**src/rtl/fft_ctrl_pkg.sv**
```systemverilog
// Shared types and constants for the FFT frame scheduler.
package fft_ctrl_pkg;

  // Samples stored per FFT frame; the core also sees one primer sample first.
  localparam int FRAME_LEN = 512;
  localparam int SCNT_W    = $clog2(FRAME_LEN + 1);

  // Requester indices on the result-bus arbiter.
  localparam int REQ_DISP = 0;
  localparam int REQ_UART = 1;

  typedef enum logic [1:0] {
    IDLE     = 2'd0,
    FILL     = 2'd1,
    WAIT_FFT = 2'd2,
    PUBLISH  = 2'd3
  } state_t;

  // Observation bundle: FSM state plus the running sample count.
  typedef struct packed {
    state_t              state;
    logic [SCNT_W-1:0]   scnt;
  } dbg_t;

endpackage

```
**src/rtl/fft_rr_arb2.sv**
```systemverilog
// Two-way round-robin read arbiter for the FFT result bus.
// Handshake: a requester holds req high; a grant is issued only from an idle
// (gnt==0) cycle while eligible, appears the next cycle, and is held until the
// holder pulses rel; gnt returns to 0 the cycle after that rel.
module fft_rr_arb2
  import fft_ctrl_pkg::*;
(
  input  logic       clk,
  input  logic       rst,
  input  logic       eligible,
  input  logic [1:0] req,
  input  logic [1:0] rel,
  output logic [1:0] gnt,
  output logic       issue
);

  logic       last_uart;
  logic       pick_uart;
  logic [1:0] gnt_next;

  // Decide whether a grant goes out this cycle and to whom (tie -> not last served).
  always_comb begin
    issue     = (gnt == 2'b00) & eligible & (req != 2'b00);
    pick_uart = (req == 2'b11) ? ~last_uart : req[REQ_UART];
    gnt_next  = 2'b00;
    gnt_next[REQ_UART] = pick_uart;
    gnt_next[REQ_DISP] = ~pick_uart;
  end

  // Grant register: release only by the holder's rel, otherwise hold or issue.
  always_ff @(posedge clk) begin
    if (rst) begin
      gnt       <= 2'b00;
      last_uart <= 1'b1;
    end else if (gnt != 2'b00) begin
      if ((rel & gnt) != 2'b00) gnt <= 2'b00;
    end else if (issue) begin
      gnt       <= gnt_next;
      last_uart <= pick_uart;
    end
  end

endmodule

```
**src/rtl/fft_frame_sched.sv**
```systemverilog
// FFT frame scheduler: decimates audio strobes, feeds one primer plus FRAME_LEN
// samples per frame to the FFT core, waits for fft_done (with timeout),
// publishes frame_ready, and keeps results stable while a reader holds a grant.
module fft_frame_sched
  import fft_ctrl_pkg::*;
#(
  parameter int DECIM_W = 4,
  parameter int TIMEOUT = 16384,
  parameter int HOLDOFF = 0
) (
  input  logic               clk,
  input  logic               rst,
  input  logic               enable,
  input  logic [DECIM_W-1:0] decim,
  input  logic [7:0]         audio_in,
  input  logic               audio_strobe,
  input  logic               fft_done,
  output logic [7:0]         fft_audio_in,
  output logic               fft_audio_valid,
  input  logic [1:0]         req,
  input  logic [1:0]         rel,
  output logic [1:0]         gnt,
  output logic               frame_ready,
  output logic [15:0]        frame_cnt,
  output logic               busy,
  output logic               timeout_err,
  output dbg_t               dbg
);

  localparam int TCNT_W = $clog2(TIMEOUT + 1);
  localparam int HCNT_W = 16;
  localparam logic [SCNT_W-1:0] SCNT_LAST = SCNT_W'(FRAME_LEN);
  localparam logic [TCNT_W-1:0] TCNT_LAST = TCNT_W'(TIMEOUT - 1);
  localparam logic [HCNT_W-1:0] HOLD_LOAD = HCNT_W'(HOLDOFF);

  state_t              state;
  logic [SCNT_W-1:0]   scnt;
  logic [TCNT_W-1:0]   tcnt;
  logic [HCNT_W-1:0]   hcnt;
  logic [DECIM_W-1:0]  dcnt;
  logic [DECIM_W-1:0]  decim_act;
  logic [DECIM_W-1:0]  decim_lim;
  logic                taken;
  logic                eligible;
  logic                gnt_issue;
  logic                fwd;

  // A new decim value is picked up only when the count restarts at 0.
  always_comb begin
    decim_lim = (dcnt == '0) ? decim : decim_act;
    taken     = audio_strobe & enable & (dcnt == decim_lim);
    eligible  = (state == IDLE) | (state == PUBLISH) |
                ((state == FILL) & (scnt < SCNT_LAST));
    // The closing sample waits until no reader holds or is being handed the bus.
    fwd       = (state == FILL) & taken &
                ((scnt < SCNT_LAST) | ((gnt == 2'b00) & ~gnt_issue));
  end

  // Decimation counter: counts accepted strobes, frozen while enable is low.
  always_ff @(posedge clk) begin
    if (rst) begin
      dcnt      <= '0;
      decim_act <= '0;
    end else if (audio_strobe & enable) begin
      if (dcnt == '0) decim_act <= decim;
      if (dcnt == decim_lim) dcnt <= '0;
      else                   dcnt <= dcnt + 1'b1;
    end
  end

  fft_rr_arb2 u_arb (
    .clk      (clk),
    .rst      (rst),
    .eligible (eligible),
    .req      (req),
    .rel      (rel),
    .gnt      (gnt),
    .issue    (gnt_issue)
  );

  // Frame FSM with its counters and registered outputs.
  always_ff @(posedge clk) begin
    if (rst) begin
      state           <= IDLE;
      scnt            <= '0;
      tcnt            <= '0;
      hcnt            <= '0;
      fft_audio_in    <= 8'h00;
      fft_audio_valid <= 1'b0;
      frame_ready     <= 1'b0;
      frame_cnt       <= 16'h0000;
      busy            <= 1'b0;
      timeout_err     <= 1'b0;
    end else begin
      fft_audio_valid <= 1'b0;
      frame_ready     <= 1'b0;
      case (state)
        IDLE: begin
          if (hcnt != '0) begin
            hcnt <= hcnt - 1'b1;
          end else if (enable) begin
            state <= FILL;
            busy  <= 1'b1;
            scnt  <= '0;
          end
        end
        FILL: begin
          if (fwd) begin
            fft_audio_in    <= audio_in;
            fft_audio_valid <= 1'b1;
            if (scnt == SCNT_LAST) begin
              state <= WAIT_FFT;
              tcnt  <= '0;
            end else begin
              scnt <= scnt + 1'b1;
            end
          end
        end
        WAIT_FFT: begin
          tcnt <= tcnt + 1'b1;
          if (fft_done) begin
            state       <= PUBLISH;
            frame_ready <= 1'b1;
            frame_cnt   <= frame_cnt + 16'd1;
          end else if (tcnt == TCNT_LAST) begin
            state       <= IDLE;
            busy        <= 1'b0;
            timeout_err <= 1'b1;
          end
        end
        PUBLISH: begin
          state <= IDLE;
          busy  <= 1'b0;
          hcnt  <= HOLD_LOAD;
        end
        default: begin
          state <= IDLE;
          busy  <= 1'b0;
        end
      endcase
    end
  end

  assign dbg.state = state;
  assign dbg.scnt  = scnt;

endmodule

```
**config.mk**
```make
export PLATFORM = sky130hd
export DESIGN_NAME = fft_frame_sched
export DESIGN_NICKNAME = d
export VERILOG_FILES = /design/src/rtl/fft_ctrl_pkg.sv /design/src/rtl/fft_rr_arb2.sv /design/src/rtl/fft_frame_sched.sv
export SDC_FILE = /design/constraint.sdc
export NUM_CORES = 1
export LEC_CHECK = 0
export ABC_CLOCK_PERIOD_IN_PS = 2900
export BUFFER_PORTS_ARGS = -buffer_cell sky130_fd_sc_hd__buf_2
export CAP_MARGIN = 20
export CORE_MARGIN = 4
export CORE_UTILIZATION = 51
export DETAILED_ROUTE_END_ITERATION = 8
export PLACE_DENSITY = 0.8
export SETUP_SLACK_MARGIN = 0.1
export SYNTH_ARGS = -nofsm -noshare
export SYNTH_HDL_FRONTEND = slang
export SYNTH_SLANG_ARGS = --single-unit
```
**constraint.sdc**
```tcl
create_clock -name clk -period 2.9 [get_ports clk]
set_input_delay 0.435 -clock clk [delete_from_list [all_inputs] [get_ports clk]]
set_output_delay 0.435 -clock clk [all_outputs]
set_load 0.005 [all_outputs]
```
==> impl_metrics.tcl <==
set metrics [dict create \
    final-seq-area_um2 1640 \
    vias 3748 \
    slew_viol_final 0 \
    syn_area_per_cell_um2 8.35 \
    path_cells "or4_4 -> or4b_2 -> or4_4 -> nor2b_1 -> o21ai_0 -> o21ai_0" \
    drive_gt1_frac 0.199 \
    first_global_vias 3615 \
    wire_per_inst_um 14.0 \
    cp_max_fo 6 \
    drc 0 \
    seqPwrFrac 0.397 \
    relSlewSlack 0.518 \
    numCtsBuffers 9 \
    drt_iter0_drc 215 \
    critPathLaunch "hcnt[2]" \
    yosysWarnings 0 \
    clk_pin_slew_ns 0.09 \
    core_area_um2 7850 \
    first_pass_iters 4 \
    min_from "audio_in[2]" \
    synth_area_um2 4200 \
    antenna_left 0 \
    cpMaxStageDelayCell "or4b_2" \
    p_comb_frac 0.344 \
    ioPinCount 63 \
    hold_class "in -> reg" \
    leakagePower_nw 2.01 \
    grt_pass1_wl_um 15900 \
    reg2reg_slack_ns 0.26 \
    swShare 0.352 \
    synthCells 503 \
    multiInputGateArea_um2 2410 \
    cap_violations 0 \
    peakVddDrop_uv 392 \
    p_sw_mw 1.19 \
    ys_types 50 \
    rsz0062_at_grt "false" \
    path_buf_inv 0 \
    cpPeakStageDelay_ns 0.68 \
    io_buffers 62 \
    clock_latency_ns 0.36 \
    status "complete, no violations" \
    ctsLongestPathBuffers 2 \
    setup_viol 0 \
    synth_nets 536 \
    fin_skew_ns 0.0107 \
    grt.overflow.total 0 \
    critPathRequiredTime_ns 3.14 \
    crit_family "simple AND/OR/NAND/NOR gates" \
    vias_per_cell 5.60 \
    clock_sinks 82 \
    final.period_utilization 0.909 \
    internal_power_mw 2.18 \
    worst_setup_path_end_kind "flip-flop" \
    design_area_um2 4880 \
    place.gp.congestion 0.832 \
    area_growth_pct 16.1 \
    timing.rr.start "hcnt[2]" \
    synth_seq_cells 82 \
    fillCellCount 714 \
    seq_area_frac_synth 0.391 \
    p_clk_frac 0.259 \
    die_h_um 98.7 \
    powerDensity_nw_per_um2 692 \
    place_hpwl_um 6600 \
    fp-row-count 32 \
    track_usage 0.192 \
    cts_tree "done" \
    routed_wl_um 9350 \
    async_flop_share 0 \
    die_w_um 98.7 \
    synth_edf_count 0 \
    antenna_found_initial 0 \
    die_area_um2 9750 \
    worst_ep_arrival_time_ns 2.88 \
    min_period_ns 2.64 \
    grt_max_degree 50 \
    cts.htree.levels 3 \
    startpoint_type "flip-flop" \
    dpl-instance-area_um2 4640 \
    hold_viol 0 \
    final_nets 595 \
    diodes 0 \
    timing.fmax_mhz 379 \
    start_util 0.535 \
    critPathKind "reg -> reg" \
    worstMarginPinSlew_ns 0.724 \
    fin_setup_tns_ns 0 \
    synth-main-ff-cell "dfxtp_1" \
    ctsRootBufferMaster "clkbuf_8" \
]
## layout by cell type (no fill, tap or decap), types with 3 or more instances in the layout
cell type / instances
o21ai_0: 16
buf_4: 7
or3_1: 8
nand4_1: 11
nand2_1: 32
and2_1: 3
nor3_1: 15
and4_1: 4
a211oi_1: 4
xor2_1: 20
inv_1: 22
a21oi_1: 29
nor3b_1: 3
or4_1: 5
nand2b_1: 8
nand3_1: 25
buf_2: 62
or3b_2: 13
ha_1: 11
xnor2_1: 11
or2_2: 3
nand3b_1: 17
mux2i_1: 25
nor2_1: 69
o311ai_0: 3
nor4_1: 4
clkbuf_8: 10
dfxtp_1: 82
nor2b_1: 5
## state kept, by name, summed over array words and instances, names as in the netlist
name and cells:
fft_audio_valid 1, hcnt 16, tcnt 15, fft_audio_in 8
frame_cnt 16, state 2, scnt 10, busy 1
u_arb.last_uart 1, dcnt 4, u_arb.gnt 2, timeout_err 1
decim_act 4, frame_ready 1
## per-layer routing
layer,part of all wire,vias to the layer above,GRT usage
li1,-,1888,-
met1,0.46,1749,0.245
met2,0.46,104,0.315
met3,0.077,7,0.0609
met4,0.0079,0,0.0536
met5,0,-,0
## cells in the mapped netlist, drive strengths merged (2+ instances only)
cell	number	area share
or3	8	0.012
or4	7	0.013
ha	12	0.036
or4b	2	0.0048
o311ai	3	0.0063
o22a	2	0.0042
clkbuf	21	0.019
mux2i	25	0.060
a221oi	2	0.0042
a21oi	30	0.036
nand2b	8	0.012
and4	4	0.0083
dfxtp	82	0.39
nor2	69	0.062
nand3	25	0.030
nand2	32	0.029
nand4	11	0.016
xor2	20	0.042
a211o	2	0.0042
nor4	4	0.0060
and3	2	0.0030
xnor2	11	0.023
or3b	14	0.029
nor3b	3	0.0054
nand3b	17	0.030
inv	22	0.020
nor3	15	0.018
buf	2	0.0024
and2	3	0.0045
a211oi	4	0.0072
o21ai	17	0.020
nor2b	5	0.0074
or2	3	0.0045
## timing repair
| action | 4_1_cts | 5_1_grt |
|---|---|---|
| resized for setup | 0 | 7 |
| buffers inserted | 0 | 0 |
| setup endpoints to repair | 0 | 17 |
| hold buffers | 0 | 0 |
## power by group through the flow
stage	registers [mW]	logic [mW]	clock network (mW)
2_1_floorplan	1.34	0.857	0
3_3_place_gp	1.36	1.09	0
3_5_place_dp	1.37	1.12	0
4_1_cts	1.34	1.14	0.899
5_1_grt	1.36	1.30	0.943
6_report	1.34	1.16	0.872
## area by class of cell
type,count,area share
tap,102,0.0262
clock buffer,10,0.0282
multi-input combinational,376,0.494
timing repair buffer,71,0.0826
sequential,82,0.337
inverter,22,0.0169
clock inverter,6,0.0149
## logic make-up (layout without fill, tap and decap cells)
| family | count (synthesis) | in the layout | synth area share |
|---|---|---|---|
| fa+ha+maj | 12 | 12 | 0.0358 |
| xor+xnor | 31 | 31 | 0.0647 |
| compound gates | 74 | 74 | 0.109 |
| flops | 82 | 82 | 0.391 |
| simple gates | 234 | 234 | 0.299 |
| buf+inv | 45 | 109 | 0.0408 |
| mux | 25 | 25 | 0.0596 |
## per-stage QoR
stage	setup WS, ns	utilization	total power [mW]	hold WS, ns	std cells
5_1_grt	0.114	0.621	3.61	0.319	669
3_5_place_dp	0.195	0.591	2.49	0.477	653
6_report	0.264	0.621	3.37	0.301	669
2_1_floorplan	0.220	-	2.20	0.459	503
3_3_place_gp	0.304	0.591	2.45	0.451	653
4_1_cts	0.175	0.618	3.37	0.287	669
## worst paths after layout
path | depth (start not counted) | to
setup / recovery | 6 | scnt[0]
hold / removal | 3 | fft_audio_in[2]
setup reg to reg | 6 | scnt[0]
hold reg to reg | 2 | tcnt[1]
## tightest hold or removal path, cell delays in order
cell,delay [ns]
buf_2,0.07
mux2i_1,0.05
nor2_1,0.07
Power figures use the tool's default switching activity.
